==> config.mk <==
export PLATFORM = sky130hd
export DESIGN_NAME = dcm_ps_responder
export DESIGN_NICKNAME = d
export VERILOG_FILES = /design/src/rtl/dcmps_pkg.sv /design/src/rtl/dcmps_latency_timer.sv /design/src/rtl/dcm_ps_responder.sv
export SDC_FILE = /design/constraint.sdc
export NUM_CORES = 1
export LEC_CHECK = 0
export ABC_AREA = 0
export CORE_UTILIZATION = 55
export CTS_CLUSTER_DIAMETER = 40
export CTS_CLUSTER_SIZE = 14
export DETAILED_ROUTE_END_ITERATION = 7
export GPL_ROUTABILITY_DRIVEN = 0
export PLACE_DENSITY = 0.83
export REMOVE_ABC_BUFFERS = 1
export SLEW_MARGIN = 10
export SYNTH_ARGS = -nofsm -noshare
export SYNTH_HDL_FRONTEND = slang
export SYNTH_HIERARCHICAL = 1
export SYNTH_SLANG_ARGS = --single-unit
==> constraint.sdc <==
create_clock -name clk_i -period 2.74 [get_ports clk_i]
set_input_delay 0.548 -clock clk_i [delete_from_list [all_inputs] [get_ports clk_i]]
set_output_delay 0.548 -clock clk_i [all_outputs]
set_load 0.01 [all_outputs]
==> src/rtl/dcmps_pkg.sv <==
// Shared types and constants for the DCM phase-shift responder.
// Optional lock tracking is enabled by defining DCMPS_RESP_LOCK_EN.
package dcmps_pkg;

    typedef enum logic [1:0] {
        IDLE  = 2'd0,
        SHIFT = 2'd1,
        DONE  = 2'd2
    } state_t;

    localparam int unsigned PHASE_W       = 9;
    localparam int unsigned SUM_W         = PHASE_W + 1;
    localparam int unsigned TIMER_W       = 8;
    localparam int unsigned STATUS_W      = 8;
    localparam int unsigned STATUS_OVF    = 0;
    localparam int unsigned STATUS_UNLOCK = 1;

    // One-tap step on a sign-extended phase so the limit test cannot wrap
    function automatic logic [SUM_W-1:0] step_phase(input logic [PHASE_W-1:0] phase,
                                                    input logic               inc);
        logic [SUM_W-1:0] ext;
        ext = {phase[PHASE_W-1], phase};
        return inc ? ext + SUM_W'(1) : ext - SUM_W'(1);
    endfunction

endpackage

==> src/rtl/dcmps_latency_timer.sv <==
// Loadable down-counter; expire_o is high in the cycle the count reads 1.
// Has no dependence on DCMPS_RESP_LOCK_EN.
module dcmps_latency_timer
    import dcmps_pkg::*;
#(
    parameter int unsigned W = TIMER_W
) (
    input  logic         clk_i,
    input  logic         reset_i,
    input  logic         load_i,
    input  logic         clear_i,
    input  logic [W-1:0] value_i,
    output logic         expire_o
);

    logic [W-1:0] count_q, count_d;
    logic         expire_q, expire_d;

    // Expire is computed from the next count so it can be registered
    always_comb begin
        count_d = count_q;
        if (clear_i) begin
            count_d = '0;
        end else if (load_i) begin
            count_d = value_i;
        end else if (count_q != '0) begin
            count_d = count_q - W'(1);
        end
        expire_d = (count_d == W'(1));
    end

    always_ff @(posedge clk_i) begin
        if (reset_i) begin
            count_q  <= '0;
            expire_q <= 1'b0;
        end else begin
            count_q  <= count_d;
            expire_q <= expire_d;
        end
    end

    assign expire_o = expire_q;

endmodule

==> src/rtl/dcm_ps_responder.sv <==
// Responder model of the DCM_SP variable phase-shift port (PSEN/PSINCDEC/PSDONE/STATUS).
// Define DCMPS_RESP_LOCK_EN to add locked_i gating and status_o[1] unlock reporting.
module dcm_ps_responder
    import dcmps_pkg::*;
#(
    parameter int PS_LATENCY = 12,
    parameter int PS_MAX     = 255,
    parameter int PS_MIN     = -255,
    parameter int PS_INIT    = 0
) (
    input  logic                clk_i,
    input  logic                reset_i,
    input  logic                psen_i,
    input  logic                psincdec_i,
`ifdef DCMPS_RESP_LOCK_EN
    input  logic                locked_i,
`endif
    output logic                psdone_o,
    output logic [STATUS_W-1:0] status_o,
    output logic [PHASE_W-1:0]  phase_o,
    output logic                busy_o
);

    localparam logic signed [SUM_W-1:0]   MAX_S  = SUM_W'(PS_MAX);
    localparam logic signed [SUM_W-1:0]   MIN_S  = SUM_W'(PS_MIN);
    localparam logic signed [PHASE_W-1:0] INIT_S = PHASE_W'(PS_INIT);
    localparam logic [TIMER_W-1:0]        LOAD_V = TIMER_W'(PS_LATENCY - 1);

    state_t                      state_q, state_d;
    logic                        dir_q, dir_d;
    logic signed [PHASE_W-1:0]   phase_q, phase_d;
    logic                        ovf_q, ovf_d;
    logic                        done_q, done_d;
    logic                        busy_q, busy_d;
    logic                        unlock_q;
    logic                        tmr_load, tmr_clear, tmr_expire;
    logic                        psen_ok, lock_lost, sat;
    logic signed [SUM_W-1:0]     sum_w;

`ifdef DCMPS_RESP_LOCK_EN
    logic unlock_d;
    assign psen_ok   = psen_i & locked_i;
    assign lock_lost = ~locked_i;
    assign unlock_d  = ~locked_i;

    always_ff @(posedge clk_i) begin
        if (reset_i) begin
            unlock_q <= 1'b0;
        end else begin
            unlock_q <= unlock_d;
        end
    end
`else
    assign psen_ok   = psen_i;
    assign lock_lost = 1'b0;
    assign unlock_q  = 1'b0;
`endif

    dcmps_latency_timer #(
        .W (TIMER_W)
    ) u_timer (
        .clk_i    (clk_i),
        .reset_i  (reset_i),
        .load_i   (tmr_load),
        .clear_i  (tmr_clear),
        .value_i  (LOAD_V),
        .expire_o (tmr_expire)
    );

    assign sum_w = $signed(step_phase(phase_q, dir_q));
    assign sat   = dir_q ? (sum_w > MAX_S) : (sum_w < MIN_S);

    // Next-state, phase commit and overflow tracking
    always_comb begin
        state_d   = state_q;
        dir_d     = dir_q;
        phase_d   = phase_q;
        ovf_d     = ovf_q;
        done_d    = 1'b0;
        busy_d    = busy_q;
        tmr_load  = 1'b0;
        tmr_clear = 1'b0;
        case (state_q)
            IDLE: begin
                if (psen_ok) begin
                    dir_d    = psincdec_i;
                    tmr_load = 1'b1;
                    busy_d   = 1'b1;
                    state_d  = SHIFT;
                end
            end
            SHIFT: begin
                if (lock_lost) begin
                    tmr_clear = 1'b1;
                    busy_d    = 1'b0;
                    state_d   = IDLE;
                end else if (tmr_expire) begin
                    done_d  = 1'b1;
                    state_d = DONE;
                    if (sat) begin
                        ovf_d = 1'b1;
                    end else begin
                        phase_d = sum_w[PHASE_W-1:0];
                        ovf_d   = 1'b0;
                    end
                end
            end
            DONE: begin
                busy_d  = 1'b0;
                state_d = IDLE;
            end
            default: begin
                busy_d  = 1'b0;
                state_d = IDLE;
            end
        endcase
    end

    always_ff @(posedge clk_i) begin
        if (reset_i) begin
            state_q <= IDLE;
            dir_q   <= 1'b0;
            phase_q <= INIT_S;
            ovf_q   <= 1'b0;
            done_q  <= 1'b0;
            busy_q  <= 1'b0;
        end else begin
            state_q <= state_d;
            dir_q   <= dir_d;
            phase_q <= phase_d;
            ovf_q   <= ovf_d;
            done_q  <= done_d;
            busy_q  <= busy_d;
        end
    end

    always_comb begin
        status_o                = '0;
        status_o[STATUS_OVF]    = ovf_q;
        status_o[STATUS_UNLOCK] = unlock_q;
    end

    assign psdone_o = done_q;
    assign phase_o  = phase_q;
    assign busy_o   = busy_q;

endmodule

======== Word level (Yosys, flattened, before mapping) ========
Index checks and enable logic that the tools add are counted.
word-level totals
  register bits ........................... 24
  bits in latches ......................... 0
  bits in writable memories ............... 0
  bits in read-only memories .............. 0
  memories ................................ 0
operators by class
  add/subtract/negate cells ............... 3
  multipliers ............................. 0
  div/mod/pow operators ................... 0
  $lt $le $gt $ge ......................... 2
  equal/unequal tests ..................... 4
  shift-type cells ........................ 0
  multiplexer cells ....................... 13
  bitwise logic cells ..................... 2
  reduce and logical (&&, ||, !) cells .... 8
operator list
  operator                number
  $mux W8                 2
  $add A9 B2 Y10 const B  1
  $gt A10 B9 Y1 const B   1
  $lt A10 B9 Y1 const B   1
  $mux W10                1
  $sub A9 B2 Y10 const B  1
  $eq A8 B1 Y1 const B    1
  $reduce_and A2 Y1       4
  $reduce_bool A8 Y1      1
  $sub A8 B1 Y8 const B   1
  $mux W1                 6
  $mux W2                 2
  $pmux W2 S2             1
  $reduce_and A3 Y1       1
  $eq A2 B1 Y1 const B    1
  $logic_not A2 Y1        1
  $ne A2 B1 Y1 const B    1
  $ne A2 B2 Y1 const B    1
  $not A1 Y1              2
  $pmux W1 S2             1
  $reduce_or A2 Y1        1

======== Longest topological paths before layout ========
  word-level depth ........................ 6
  mapped depth ............................ 10
  mapped depth without buffers ............ 9

======== By module ========
The synthesis kept the hierarchy.
modules (own cells, without submodules)
  module               times used  cells an instance  area an instance (um^2)  sequential area each (um^2)
  dcm_ps_responder     1           136                1147.4                   300.3
  dcmps_latency_timer  1           77                 623.1                    180.2

======== Worst setup path before layout ========
No wires, ideal clock.
  kind .................................... register to register
  start point ............................. register phase_q[0] (netlist: phase_o[0])
  end point ............................... register phase_q[7] (netlist: phase_o[7])
  library setup time ...................... 0.122 ns
  data arrival time ....................... 2.435 ns
  required time ........................... 2.618 ns
  setup slack ............................. 0.184 ns
  cell stages (with the launch flop) ...... 11
  buffers on the path ..................... 1
  path through ............................ dfxtp_1 -> inv_1 -> fa_1 -> nand2b_1 -> a211oi_2 -> nor3_1 -> o311a_1 -> nor3_4 -> buf_6 -> o21ai_0 -> o311a_1
between the ends
  longest elaborated chain between the ends .. 6
  elaborated cells between the ends (all ways) .. 8
  those cells by class .................... add/sub: 2; order compare: 2; mux: 2; bitwise: 1; reduce/logical: 1
RTL lines
  element                                                  RTL line                 RTL
  start, declared                                          dcm_ps_responder.sv:31   logic signed [PHASE_W-1:0] phase_q, phase_d;
  start signal, assigned                                   dcm_ps_responder.sv:130  phase_q <= phase_d;
  $sub A9 B2 Y10 / $add A9 B2 Y10 (equally long branches)  dcmps_pkg.sv:23          return inc ? ext + SUM_W'(1) : ext - SUM_W'(1);
  $mux W10 (*)                                             dcmps_pkg.sv:23
  net sum_w[0]                                             dcm_ps_responder.sv:38   logic signed [SUM_W-1:0] sum_w;
  $lt A10 B9 Y1 / $gt A10 B9 Y1 (equally long branches)    dcm_ps_responder.sv:71   assign sat = dir_q ? (sum_w > MAX_S) : (sum_w < MIN_S);
  $mux W1 (*)                                              dcm_ps_responder.sv:71
  $not A1 Y1 (no source line) (*)                          --
  $reduce_and A3 Y1 (no source line) (*)                   --
Mark *: on every way through the listed nets, which the timed path passes. The rest lies on a longest branch.
A chain may end at the register's enable or synchronous reset.

======== Final worst setup path ========
  start point ............................. register dir_q
  end point ............................... register phase_q[1] (netlist: phase_o[1])
between the ends
  longest elaborated chain between the ends .. 5
  elaborated cells between the ends (all ways) .. 6
  those cells by class .................... order compare: 2; mux: 2; bitwise: 1; reduce/logical: 1
RTL lines
  element                                                RTL line                 RTL
  start, declared                                        dcm_ps_responder.sv:30   logic dir_q, dir_d;
  start signal, assigned                                 dcm_ps_responder.sv:129  dir_q <= dir_d;
  $mux W10                                               dcmps_pkg.sv:23
  $lt A10 B9 Y1 / $gt A10 B9 Y1 (equally long branches)  dcm_ps_responder.sv:71
  $mux W1                                                dcm_ps_responder.sv:71
  $not A1 Y1 (no source line)                            --
  $reduce_and A3 Y1 (no source line)                     --
Several ways; a longest one is shown, not always the timed one.

==> results.sh <==
export IMPL_synth_top_area_cell="dfxtp_1"
export IMPL_rows=20
export IMPL_yosysSeqAreaShare_pct=27.1
export IMPL_diodes=0
export IMPL_rr_startpoint="dir_q"
export IMPL_leakage_nw=0.866
export IMPL_p_int_mw=0.667
export IMPL_cp_slowest_stage_delay_ps=390
export IMPL_grt_overflow=0
export IMPL_synth_seq_cells=24
export IMPL_syn_avg_cell_area_um2=8.31
export IMPL_fin_skew_ps=7.03
export IMPL_async_flop_share_pct=0
export IMPL_portBuffers=15
export IMPL_firstDrtPassIters=4
export IMPL_nNetsFinal=261
export IMPL_hold_path_depth=2
export IMPL_dp_hpwl_um=2750
export IMPL_yosys_warnings=6
export IMPL_die_x_um=58.7
export IMPL_worstPathRequired_ps=3000
export IMPL_clkSinkCount=24
export IMPL_htree_num_levels=1
export IMPL_fp_dieH_um=58.7
export IMPL_fin_crit_ps=2650
export IMPL_path_buf_inv=2
export IMPL_rr_worst_depth=10
export IMPL_drv_slew=0
export IMPL_drive_gt1_share_pct=16.0
export IMPL_p_per_area_nw_per_um2=472
export IMPL_cts_tree="done"
export IMPL_drc_errors=0
export IMPL_netlist_instances=213
export IMPL_die_area_um2=3450
export IMPL_grt_pass1_vias=1449
export IMPL_seq_power_share_pct=40.0
export IMPL_synth_area_um2=1770
export IMPL_wl_per_cell_um=13.0
export IMPL_critical_path_slowest_cell="dfxtp_2"
export IMPL_setup_viol=0
export IMPL_finalHoldViolCount=0
export IMPL_crit_chain="clkinvlp_4 > ha_1 > a211oi_2 > nor2_1 > xor2_1 > nor3_1 > a311oi_2 > buf_4 > o21ai_0 > o311a_1"
export IMPL_crit_start="dir_q"
export IMPL_critPathMaxFanout=6
export IMPL_core_um2=3050
export IMPL_grt_pass1_wl_um=6150
export IMPL_use_met2_pct=41.4
export IMPL_drt_wl_total_um=3750
export IMPL_netSwitchingFraction_pct=33.1
export IMPL_synth_common_cells="dfxtp_1 (24), nor2_1 (21), a21oi_1 (16)"
export IMPL_numCtsBuffers=3
export IMPL_drtIter0Drc=85
export IMPL_hp_class="flip-flop to flip-flop"
export IMPL_end_kind="flip-flop"
export IMPL_startpoint_type="flip-flop"
export IMPL_viasPerCell=5.37
export IMPL_peakVddDrop_mv=0.309
export IMPL_crit_family="compound AO/OA/AOI/OAI gates"
export IMPL_hold_end="ovf_q"
export IMPL_ys_flop_type="dfxtp_1"
export IMPL_status="complete, no violations"
export IMPL_clk_latency_ps=310
export IMPL_grtUsageMet1_pct=28.3
export IMPL_antenna_found_initial=0
export IMPL_cts_hold_buf=0
export IMPL_grt_max_degree=23
export IMPL_worstReg2RegEnd="phase_o[1]"
export IMPL_hold_path_startpoint="ovf_q"
export IMPL_utilization_pct=69.3
export IMPL_initial_core_util_pct=58.0
export IMPL_post_synth_top_count_cell="dfxtp_1"
export IMPL_synthDistinctLibCells=57
export IMPL_whs_ps=481
export IMPL_grt_use_met3_pct=3.30
export IMPL_synth_edf_count=0
export IMPL_comb_power_share_pct=34.4
export IMPL_yosys_top_cells_area="dfxtp_1 (27%), ha_1 (7.8%), a21oi_1 (4.5%)"
export IMPL_rrSetupSlack_ps=90
export IMPL_clk_pin_slew_ps=140
export IMPL_grt_busiest_layer="met2"
export IMPL_worst_endpoint_arrival_ps=2920
export IMPL_clockRootBuffer="clkbuf_4"
export IMPL_finalCritPeriodShare_pct=96.8
export IMPL_drv_cap=0
export IMPL_switchingPower_mw=0.330
export IMPL_via_count=1547
export IMPL_synth_top_area_share_pct=27.1
export IMPL_antenna_left=0
export IMPL_grt_usage_pct=22.9
export IMPL_io_pins=23
export IMPL_pwr_share_clk_pct=25.6
export IMPL_critPathKind="flip-flop to flip-flop"
export IMPL_max_freq_ghz=0.377
export IMPL_cts_max_path_buffers=2
export IMPL_syn_to_final_growth_pct=19.4
[power by group through the flow]
stage | Sequential (mW) | Clock, mW | Combinational (mW)
3_5_place_dp | 0.406 | 0 | 0.329
3_3_place_gp | 0.405 | 0 | 0.322
2_1_floorplan | 0.403 | 0 | 0.253
5_1_grt | 0.403 | 0.280 | 0.384
4_1_cts | 0.398 | 0.261 | 0.330
6_report | 0.399 | 0.255 | 0.343
[registers in the layout, indices dropped and copies added (netlist names)]
register          count
psdone_o              1
u_timer/expire_o      1
dir_q                 1
u_timer/count_q       8
ovf_q                 1
phase_o               9
busy_o                1
state_q               2
[how the worst max path moves through the flow]
| stage | to | slack, ps | cells past startpoint |
|---|---|---|---|
| after global placement | phase_o[7] | 150 | 10 |
| after global routing | phase_o[6] | -20 | 10 |
| final | phase_o[1] | 90 | 10 |
| after floorplan | phase_o[3] | 70 | 9 |
| after CTS | phase_o[8] | 60 | 10 |
| after detailed placement | phase_o[7] | 120 | 10 |
[tightest hold or removal path, stage by stage, from the launching register on]
cell and delay (ps):
dfxtp_1 340, inv_1 60, a2111oi_2 50
[layer usage]
layer  vias up  share of wire, %
li1        807                 -
met1       715                45
met2        21                52
met3         4               1.9
met4         0               1.2
met5         -                 0
[timing repair]
item	CTS	global route
gates resized for setup	0	14
endpoints found under the hold margin	0	0
endpoints found under the setup margin	0	9
buffers inserted	0	2
[placed cells by master (no fill, tap or decap), types with 3 or more instances in the layout]
master,synthesis,routed
nor2_1,21,19
nor3_1,13,13
xor2_1,5,5
conb_1,2,19
o21ai_0,10,10
a21oi_1,16,15
ha_1,11,7
nand3_1,4,4
clkdlybuf4s50_1,0,15
ha_2,0,4
nand2_1,15,15
mux2i_1,4,4
inv_1,13,12
dfxtp_1,24,22
buf_4,10,8
clkbuf_4,0,3
nor2b_1,5,4
o311a_1,3,3
[cells by family after synthesis]
| kind of cell | share of synthesized area [%] |
|---|---|
| compound gates | 23.2 |
| xor+xnor | 3.46 |
| fa+ha+maj | 8.90 |
| buf+inv | 8.69 |
| flops | 27.1 |
| mux | 2.26 |
| other cells | 0.424 |
| simple gates | 25.9 |
[through the flow]
stage | power, mW | setup WS, ps | instances | setup TNS, ps | instance area, um2
global placement | 0.727 | 148 | 282 | 0 | 2000
global route | 1.07 | -19.3 | 288 | -36.5 | 2110
CTS | 0.989 | 59.2 | 286 | 0 | 2060
floorplan | 0.655 | 66.8 | 215 | 0 | 1730
detailed placement | 0.735 | 121 | 282 | 0 | 2000
finish | 0.997 | 88.3 | 288 | 0 | 2110
[layout make-up]
cell class | instances | area (um2)
multi-input cells | 177 | 1240
inverters | 14 | 56.3
clock inverters | 1 | 30.0
flip-flops and latches | 24 | 483
repair buffers | 25 | 226
fillers | 263 | 938
clock buffers | 3 | 22.5
well taps | 44 | 55.1
Power figures use the tool's default switching activity.
